`config.mk`:
```
export PLATFORM = sky130hd
export DESIGN_NAME = imem_loader
export DESIGN_NICKNAME = d
export VERILOG_FILES = /design/src/rtl/imem_loader.sv
export SDC_FILE = /design/constraint.sdc
export NUM_CORES = 1
export LEC_CHECK = 0
export CAP_MARGIN = 20
export CORE_AREA = 3 3 102 104
export CTS_BUF_LIST = sky130_fd_sc_hd__clkbuf_8
export DETAILED_ROUTE_END_ITERATION = 10
export DIE_AREA = 0 0 105 107
export DONT_BUFFER_PORTS = 1
export GPL_TIMING_DRIVEN = 0
export SYNTH_ARGS = -nofsm -noshare
export SYNTH_HDL_FRONTEND = slang
export SYNTH_SLANG_ARGS = --single-unit
export TNS_END_PERCENT = 10
```
`constraint.sdc`:
```
create_clock -name clk -period 6 [get_ports clk]
set_clock_uncertainty 0.2 [all_clocks]
set_input_delay 0.9 -clock clk [delete_from_list [all_inputs] [get_ports clk]]
set_output_delay 0.9 -clock clk [all_outputs]
set_load 0.01 [all_outputs]
```
`src/rtl/imem_loader.sv`:
```
// imem_loader: writing end of the instruction-fetch interface.
//
// Accepts a stream of instruction words, writes them to consecutive
// instruction-memory addresses from 0, and stops at HALT_WORD. It then reads
// the image back and compares a running XOR checksum against the one taken
// while loading. The CPU is released via cpu_run only after a clean verify.
//
// Ports:
//   clk, rst_n          clock; synchronous active-low reset
//   start               begin a load (honoured in IDLE/DONE/ERROR only)
//   in_valid/in_data    incoming instruction stream
//   in_ready            loader can take a word this cycle (combinational)
//   mem_we/mem_addr/
//   mem_wdata           instruction-memory write port (combinational)
//   mem_rdata           combinational read data for mem_addr
//   busy/done/error     registered status (LOAD or VERIFY / DONE / ERROR)
//   err_code            0 none, 1 overflow, 2 verify mismatch
//   word_count          words written in current/last load, halt included
//   cpu_run             CPU may fetch; mirrors done
//   dbg_state           current FSM state for observation
//
// Handshake: a word transfers on every rising edge where in_valid and
// in_ready are both high; in_ready does not depend on in_valid, and the
// source must hold in_data stable while in_valid is high and in_ready low.
module imem_loader #(
    parameter int                 ADDR_W    = 10,
    parameter int                 DATA_W    = 10,
    parameter logic [DATA_W-1:0]  HALT_WORD = 10'b0010000010
) (
    input  logic              clk,
    input  logic              rst_n,
    input  logic              start,
    input  logic              in_valid,
    input  logic [DATA_W-1:0] in_data,
    output logic              in_ready,
    output logic              mem_we,
    output logic [ADDR_W-1:0] mem_addr,
    output logic [DATA_W-1:0] mem_wdata,
    input  logic [DATA_W-1:0] mem_rdata,
    output logic              busy,
    output logic              done,
    output logic              error,
    output logic [1:0]        err_code,
    output logic [ADDR_W:0]   word_count,
    output logic              cpu_run,
    output logic [2:0]        dbg_state
);

    typedef enum logic [2:0] {
        S_IDLE   = 3'd0,
        S_LOAD   = 3'd1,
        S_VERIFY = 3'd2,
        S_CHECK  = 3'd3,
        S_DONE   = 3'd4,
        S_ERROR  = 3'd5
    } state_t;

    localparam logic [ADDR_W-1:0] WR_ONE = {{(ADDR_W-1){1'b0}}, 1'b1};
    localparam logic [ADDR_W:0]   WC_ONE = {{ADDR_W{1'b0}}, 1'b1};
    localparam logic [ADDR_W-1:0] WR_MAX = {ADDR_W{1'b1}};

    state_t              state_q, state_d;
    logic [ADDR_W-1:0]   wr_ptr_q, wr_ptr_d;
    logic [ADDR_W:0]     rd_ptr_q, rd_ptr_d;
    logic [ADDR_W:0]     word_count_q, word_count_d;
    logic [DATA_W-1:0]   load_sum_q, load_sum_d;
    logic [DATA_W-1:0]   ver_sum_q, ver_sum_d;
    logic [1:0]          err_code_q, err_code_d;

    always_comb begin
        state_d      = state_q;
        wr_ptr_d     = wr_ptr_q;
        rd_ptr_d     = rd_ptr_q;
        word_count_d = word_count_q;
        load_sum_d   = load_sum_q;
        ver_sum_d    = ver_sum_q;
        err_code_d   = err_code_q;
        in_ready     = 1'b0;
        mem_we       = 1'b0;
        mem_addr     = '0;
        mem_wdata    = '0;

        unique case (state_q)
            S_IDLE, S_DONE, S_ERROR: begin
                if (start) begin
                    state_d      = S_LOAD;
                    wr_ptr_d     = '0;
                    rd_ptr_d     = '0;
                    word_count_d = '0;
                    load_sum_d   = '0;
                    ver_sum_d    = '0;
                    err_code_d   = 2'd0;
                end
            end
            S_LOAD: begin
                in_ready = 1'b1;
                mem_addr = wr_ptr_q;
                if (in_valid) begin
                    mem_we       = 1'b1;
                    mem_wdata    = in_data;
                    word_count_d = word_count_q + WC_ONE;
                    load_sum_d   = load_sum_q ^ in_data;
                    // The pointer never wraps: at the last address it is held,
                    // and the load ends either at the halt or as an overflow.
                    if (wr_ptr_q != WR_MAX) begin
                        wr_ptr_d = wr_ptr_q + WR_ONE;
                    end
                    if (in_data == HALT_WORD) begin
                        state_d = S_VERIFY;
                    end else if (wr_ptr_q == WR_MAX) begin
                        state_d    = S_ERROR;
                        err_code_d = 2'd1;
                    end
                end
            end
            S_VERIFY: begin
                mem_addr  = rd_ptr_q[ADDR_W-1:0];
                ver_sum_d = ver_sum_q ^ mem_rdata;
                rd_ptr_d  = rd_ptr_q + WC_ONE;
                // word_count is at least 1 here since the halt itself counts.
                if (rd_ptr_q == word_count_q - WC_ONE) begin
                    state_d = S_CHECK;
                end
            end
            S_CHECK: begin
                if (ver_sum_q == load_sum_q) begin
                    state_d = S_DONE;
                end else begin
                    state_d    = S_ERROR;
                    err_code_d = 2'd2;
                end
            end
            default: begin
                state_d = S_IDLE;
            end
        endcase
    end

    always_ff @(posedge clk) begin
        if (!rst_n) begin
            state_q      <= S_IDLE;
            wr_ptr_q     <= '0;
            rd_ptr_q     <= '0;
            word_count_q <= '0;
            load_sum_q   <= '0;
            ver_sum_q    <= '0;
            err_code_q   <= 2'd0;
        end else begin
            state_q      <= state_d;
            wr_ptr_q     <= wr_ptr_d;
            rd_ptr_q     <= rd_ptr_d;
            word_count_q <= word_count_d;
            load_sum_q   <= load_sum_d;
            ver_sum_q    <= ver_sum_d;
            err_code_q   <= err_code_d;
        end
    end

    // Status outputs are decoded straight from flops, so they change only
    // on clock edges.
    assign busy       = (state_q == S_LOAD) || (state_q == S_VERIFY);
    assign done       = (state_q == S_DONE);
    assign error      = (state_q == S_ERROR);
    assign cpu_run    = (state_q == S_DONE);
    assign err_code   = err_code_q;
    assign word_count = word_count_q;
    assign dbg_state  = state_q;

endmodule

```
# Word-level counts from Yosys, hierarchy flattened
# Index checks and enable logic that the tools add are counted.
[word_totals]
regBits = 57
inputBits = 24
out_inout_bits = 42
word_cells = 72
[op_classes]
n_addsub = 4
n_eq_ne = 18
mux = 30
bitwise = 2
n_reduce_logical = 11
[op_table]
columns = ["cell", "count"]
rows = [
  ["case mux 10 bit (2 select lines)", 4],
  ["2-to-1 mux 10 bit", 6],
  ["case mux 11 bit (2 select lines)", 2],
  ["adder 11 x 1 -> 11 bit (second input constant)", 2],
  ["2-to-1 mux 11 bit", 2],
  ["bitwise XOR 10 bit", 2],
  ["2-to-1 mux 3 bit", 5],
  ["inequality test 2 bit (second input constant)", 7],
  ["case mux 3 bit (4 select lines)", 1],
  ["== test 11 bit", 1],
  ["subtractor 11 x 1 -> 11 bit (second input constant)", 1],
  ["adder 10 x 1 -> 10 bit (second input constant)", 1],
  ["== test 10 bit", 1],
  ["== test 10 bit (second input constant)", 1],
  ["== test 10 x 8 -> 1 bit (second input constant)", 1],
  ["2-to-1 mux 2 bit", 5],
  ["inequality test 10 bit (second input constant)", 1],
  ["AND reduction 4 bit", 2],
  ["== test 3 x 2 -> 1 bit (second input constant)", 2],
  ["== test 3 bit (second input constant)", 2],
  ["case mux 2 bit (3 select lines)", 1],
  ["AND reduction 6 bit", 1],
  ["2-to-1 mux 1 bit", 4],
  ["nonzero test 2 bit", 2],
  ["8 further kinds", 8],
]

# Logic depth before layout (Yosys ltp)
# Gate-level depths: netlist (run 1).
[logic_depth]
word_depth = 5
mapped_depth = 8
ltp_nobuf = 8

# Worst setup path before layout (run 1)
# Ideal clock, no wire load.
[synth_path]
kind = "input to output"
startpoint = "input in_valid"
endpoint = "output mem_wdata[0]"
arrival_ns = 1.590
required_ns = 4.900
setup_slack_ns = 3.310
stages = 3
n_path_buf = 1
cell_sequence = "and3_1 -> clkbuf_1 -> and2_1"
[synth_via]
elab_chain_cells = 2
[synth_lines]
columns = ["item", "line_no", "source"]
rows = [
  ["start: declaration", "33", "input logic in_valid,"],
  ["2-to-1 mux 10 bit", "98", "if (in_valid) begin"],
  ["2-to-1 mux 10 bit", "83", "unique case (state_q)"],
  ["end: declaration", "38", "output logic [DATA_W-1:0] mem_wdata,"],
]
# Every way passes these cells.

# Final worst setup path (run 1)
[layout_path]
startpoint = "register state_q[0] (netlist: dbg_state[0])"
endpoint = "output mem_addr[2]"
[layout_via]
elab_chain_cells = 2
elab_cells_between_ends = 3
classes_between = "2 x eq/ne; 1 x mux"
[layout_lines]
columns = ["item", "line_no", "source"]
rows = [
  ["start: declaration", "62", "state_t state_q, state_d;"],
  ["start signal: assignment", "149", "state_q <= state_d;"],
  ["== test 3 x 2 -> 1 bit or == test 3 x 1 -> 1 bit (tied branches)", "83", ""],
  ["case mux 10 bit (2 select lines) (*)", "83", ""],
  ["end: declaration", "37", "output logic [ADDR_W-1:0] mem_addr,"],
]
# Mark *: on every way between the ends. The rest lies on a longest branch, timed or not.

==> results of run 1 <==
## stage by stage
stage	total power [mW]	cells
3_5_place_dp	0.5266	543
4_1_cts	0.8471	556
5_1_grt	0.8787	556
2_1_floorplan	0.4965	410
3_3_place_gp	0.5255	543
6_report	0.8338	556
## power groups by stage
stage / sequential, mW / combinational, mW / clock (mW)
after floorplan: 0.407 / 0.0899 / 0
after global placement: 0.410 / 0.116 / 0
after detailed placement: 0.410 / 0.117 / 0
after CTS: 0.402 / 0.117 / 0.328
after global routing: 0.403 / 0.131 / 0.345
final: 0.401 / 0.116 / 0.317
## state kept, by name, summed over array words and instances, names as in the netlist
register and cells:
rd_ptr_q 11, word_count 11, load_sum_q 10, ver_sum_q 10
wr_ptr_q 10, dbg_state 3, err_code 2
## worst max path at each step
stage	slack, ns	end	from	cells after the start
after detailed placement	3.02	mem_wdata[0]	dbg_state[0]$_SDFFE_PN0P_	4
after global placement	3.03	mem_wdata[4]	dbg_state[0]$_SDFFE_PN0P_	4
after floorplan	3.31	mem_wdata[0]	in_valid	3
after global routing	2.52	mem_wdata[5]	dbg_state[0]$_SDFFE_PN0P_	4
final	2.71	mem_addr[2]	dbg_state[0]$_SDFFE_PN0P_	5
after CTS	2.65	mem_wdata[0]	dbg_state[0]$_SDFFE_PN0P_	4
## final cells by class
| cell class | count | area share |
|---|---|---|
| Clock buffer | 12 | 0.04478 |
| Buffer | 22 | 0.02782 |
| Multi-Input combinational cell | 326 | 0.5668 |
| Inverter | 5 | 0.005088 |
| Clock inverter | 1 | 0.001018 |
| Sequential cell | 57 | 0.3094 |
| Tap cell | 133 | 0.04512 |
## critical path: cells and delay by family, from the launching register on
kind,cells,cell delay (ns)
compound gates,1,0.26
buf+inv,2,0.45
flops,1,0.58
simple gates,2,0.58
## cells in the final DEF, fill, tap and decap left out, types with 2 or more instances in the layout
master / netlist / final
a32oi_1: 3 / 3
nand3_1: 22 / 22
inv_1: 3 / 4
nand4_1: 7 / 7
nor4_1: 8 / 8
ha_1: 4 / 4
mux2i_1: 2 / 2
nor4b_1: 2 / 2
nor3_1: 4 / 4
a22o_1: 9 / 9
a21oi_1: 9 / 9
and3_1: 13 / 13
inv_2: 2 / 2
nor2_1: 43 / 43
a21boi_1: 3 / 3
and4_1: 3 / 3
nor2b_1: 9 / 9
buf_4: 2 / 2
or3_1: 3 / 3
clkbuf_1: 14 / 14
o311ai_0: 3 / 3
xnor2_1: 15 / 15
buf_2: 4 / 4
or4_1: 2 / 2
nand2_1: 46 / 46
a22oi_1: 2 / 2
dfxtp_1: 57 / 57
a31oi_1: 6 / 6
clkbuf_8: 0 / 12
and2_1: 23 / 23
xor2_1: 36 / 36
o21ai_0: 24 / 24
## synthesized netlist by cell type, types with 8 or more instances
cell type | instances | area [sq um]
a21oi_1 | 9 | 45.04
a22o_1 | 9 | 78.83
and2_1 | 23 | 143.9
and3_1 | 13 | 81.33
clkbuf_1 | 14 | 52.55
dfxtp_1 | 57 | 1141
nand2_1 | 46 | 172.7
nand3_1 | 22 | 110.1
nor2_1 | 43 | 161.4
nor2b_1 | 9 | 56.30
nor4_1 | 8 | 50.05
o21ai_0 | 24 | 120.1
xnor2_1 | 15 | 131.4
xor2_1 | 36 | 315.3
## cells by family (layout without fill, tap and decap cells)
family                   Yosys count  after routing  share of synthesized area
XOR/XNOR                          52             52                     0.1381
flip-flops                        57             57                     0.3403
multiplexers                       4              4                    0.01604
AO/OA/AOI/OAI                     73             73                     0.1474
adder cells (fa/ha/maj)            4              4                    0.01493
AND/OR/NAND/NOR                  193            193                     0.3071
buffers and inverters             27             40                    0.03619
## metal layers
| layer | part of all wire | wire length [microns] |
|---|---|---|
| met5 | 0 | 0 |
| met4 | 0.012 | 106 |
| met3 | 0.079 | 698 |
| met2 | 0.48 | 4202 |
| met1 | 0.43 | 3788 |
==> flow_summary_export.csv, run 1 <==
group,metric,value,unit
power_and_ir_drop,p_sw_frac,0.2761,
power_and_ir_drop,clkPwrFrac,0.380,
placement,placed_area,3520,sq um
synthesis,syn_area,3353,sq um
synthesis,yosysWarnings,0,
drt,antenna_left,0,
power_and_ir_drop,p_seq_frac,0.481,
drt,wl_per_cell,15.82,microns
synthesis,syn_avg_cell_area,8.179,sq um
drt,num_vias,2894,
sta,slew_headroom,0.5956,
clocking,cts.path.max_buffers,2,
sta,clock.fmax,303.5,MHz
synthesis,synth_flop_cell,"dfxtp_1",
clocking,clock-root-buffer,"clkbuf_8",
placement,place_hpwl,6753,microns
clocking,cts_resized,0,
synthesis,synth-edff-count,0,
global_route,antenna_found_initial,0,
min_path,hold_depth,2,
clocking,cts_buffers,9,
setup_path,critPathMaxFanout,10,
clocking,clock_latency,0.33,ns
setup_path,cpPeakStageDelay,0.58,ns
synthesis,async_flop_share,0,
sta,finalSetupViolations,0,
sta,worstMarginPinSlew,0.6066,ns
sta,drv_slew,0,
clocking,htree_levels,3,
layout,fin_area,3689,sq um
die,coreArea,9639,sq um
min_path,worstHoldPathType,"register to register",
synthesis,synthesis.nets,438,
power_and_ir_drop,power_frac_comb,0.139,
setup_path,crit_type,"register to output port",
setup_path,cp.arrival,2.19,ns
drt,via_per_inst,5.205,
synthesis,ys_ff_latch,57,
power_and_ir_drop,p_int,0.6036,mW
layout,nets,449,
clocking,cts-hold-fix-buffers,0,
clocking,path_clk_slew,0.06,ns
sta,period_share,0.5491,
global_route,grt_util_met2,0.2676,
placement,pre_cts_ws,3.022,ns
drt,drt_iter0_markers,121,
drt,drc,0,
layout,fillerInstances,1039,
global_route,first_global_vias,2706,
setup_path,start_kind,"register",
synthesis,synth_cell_types,58,
layout,drive_gt1_frac,0.07801,
synthesis,syn_inst,410,
global_route,top_usage_layer,"met2",
placement,place.gp.congestion,0.8349,
setup_path,end_kind,"output port",
sta,hold_viol_final,0,
die,die_h,107,microns
layout,antenna_cells,0,
power_and_ir_drop,cellPowerDensity,226.1,nW/um^2
placement,portBuffers,0,
drt,wl,8796,microns
drt,dr.pass1.iters,4,
run_status,run_status,"finished, final reports clean",
min_path,holdPathEnd,"load_sum_q[9]$_SDFFE_PN0P_",
setup_path,reg2regPathDepth,8,
power_and_ir_drop,max-vdd-ir-drop,0.1111,mV
layout,areaGrowthSynthToFinish,10.00,%
clocking,cts_tree,"built",
min_path,hold_path.startpoint,"load_sum_q[9]$_SDFFE_PN0P_",
global_route,grt_pass1_wl,14100,microns
layout,regArea,1141,sq um
die,io_pins,66,
setup_path,worst-r2r-setup-slack,3.64,ns
run,cap_viol_max_count,0,
power_and_ir_drop,p_switching,0.2302,mW
sta,setup_tns,0,ns
clocking,numClockSinks,57,
clocking,post_cts_buffers,0,
global_route,grtUsageMet3,0.06141,
power_and_ir_drop,p_leak,1.410,nW
layout,fin_util,0.3827,
sta,grt_setup_unrepaired,"false",
die,rows,36,
global_route,grt_usage,0.1611,
setup_path,critical_path.slowest_cell,"dfxtp_1",
sta,period_needed,3.295,ns
setup_path,r2r_end,"dbg_state[0]$_SDFFE_PN0P_",
setup_path,reg2reg_from,"word_count[0]$_SDFFE_PN0P_",
die,die_area,11240,sq um
synthesis,seq_area_frac_synth,0.3403,
global_route,grt_max_degree,11,
setup_path,crit_chain,"nor2b_1 -> nand2_1 -> inv_2 -> buf_2 -> a22o_1",
global_route,gr-usage-met1,0.1935,
die,die_width,105,microns
layout,multiInputGateArea,2091,sq um
setup_path,required,4.90,ns
die,start_util,0.3479,
global_route,gr-total-overflow,0,
sta,worst_slack,2.705,ns
sta,hold_slack,0.3324,ns
Power figures use the tool's default switching activity.
==> run 2: changes to the inputs <==
Clock period 6 ns to 3.37 ns, I/O delays scaled along.
==> results of run 2 <==
The final DEF is identical to that of run 1. Status: finished, final reports clean.
Main changes from that run: setup slack after placement 3.022 ns -> 0.7869 ns; setup slack after layout 2.705 ns -> 0.4699 ns; hold slack 0.3324 ns -> 0.1900 ns; register-to-register setup slack 3.64 ns -> 1.01 ns; total power 0.8338 mW -> 1.485 mW; worst IR drop on VDD 0.1111 mV -> 0.1977 mV
==> run 3: changes to the inputs <==
Settings changed: CTS_CLUSTER_SIZE from default to 20.
==> results of run 3 <==
The final DEF is identical to that of run 1. Status: finished, final reports clean.
Main changes from that run: setup slack after placement 3.022 ns -> 0.7869 ns; setup slack after layout 2.705 ns -> 0.4699 ns; hold slack 0.3324 ns -> 0.1900 ns; register-to-register setup slack 3.64 ns -> 1.01 ns; total power 0.8338 mW -> 1.485 mW; worst IR drop on VDD 0.1111 mV -> 0.1977 mV
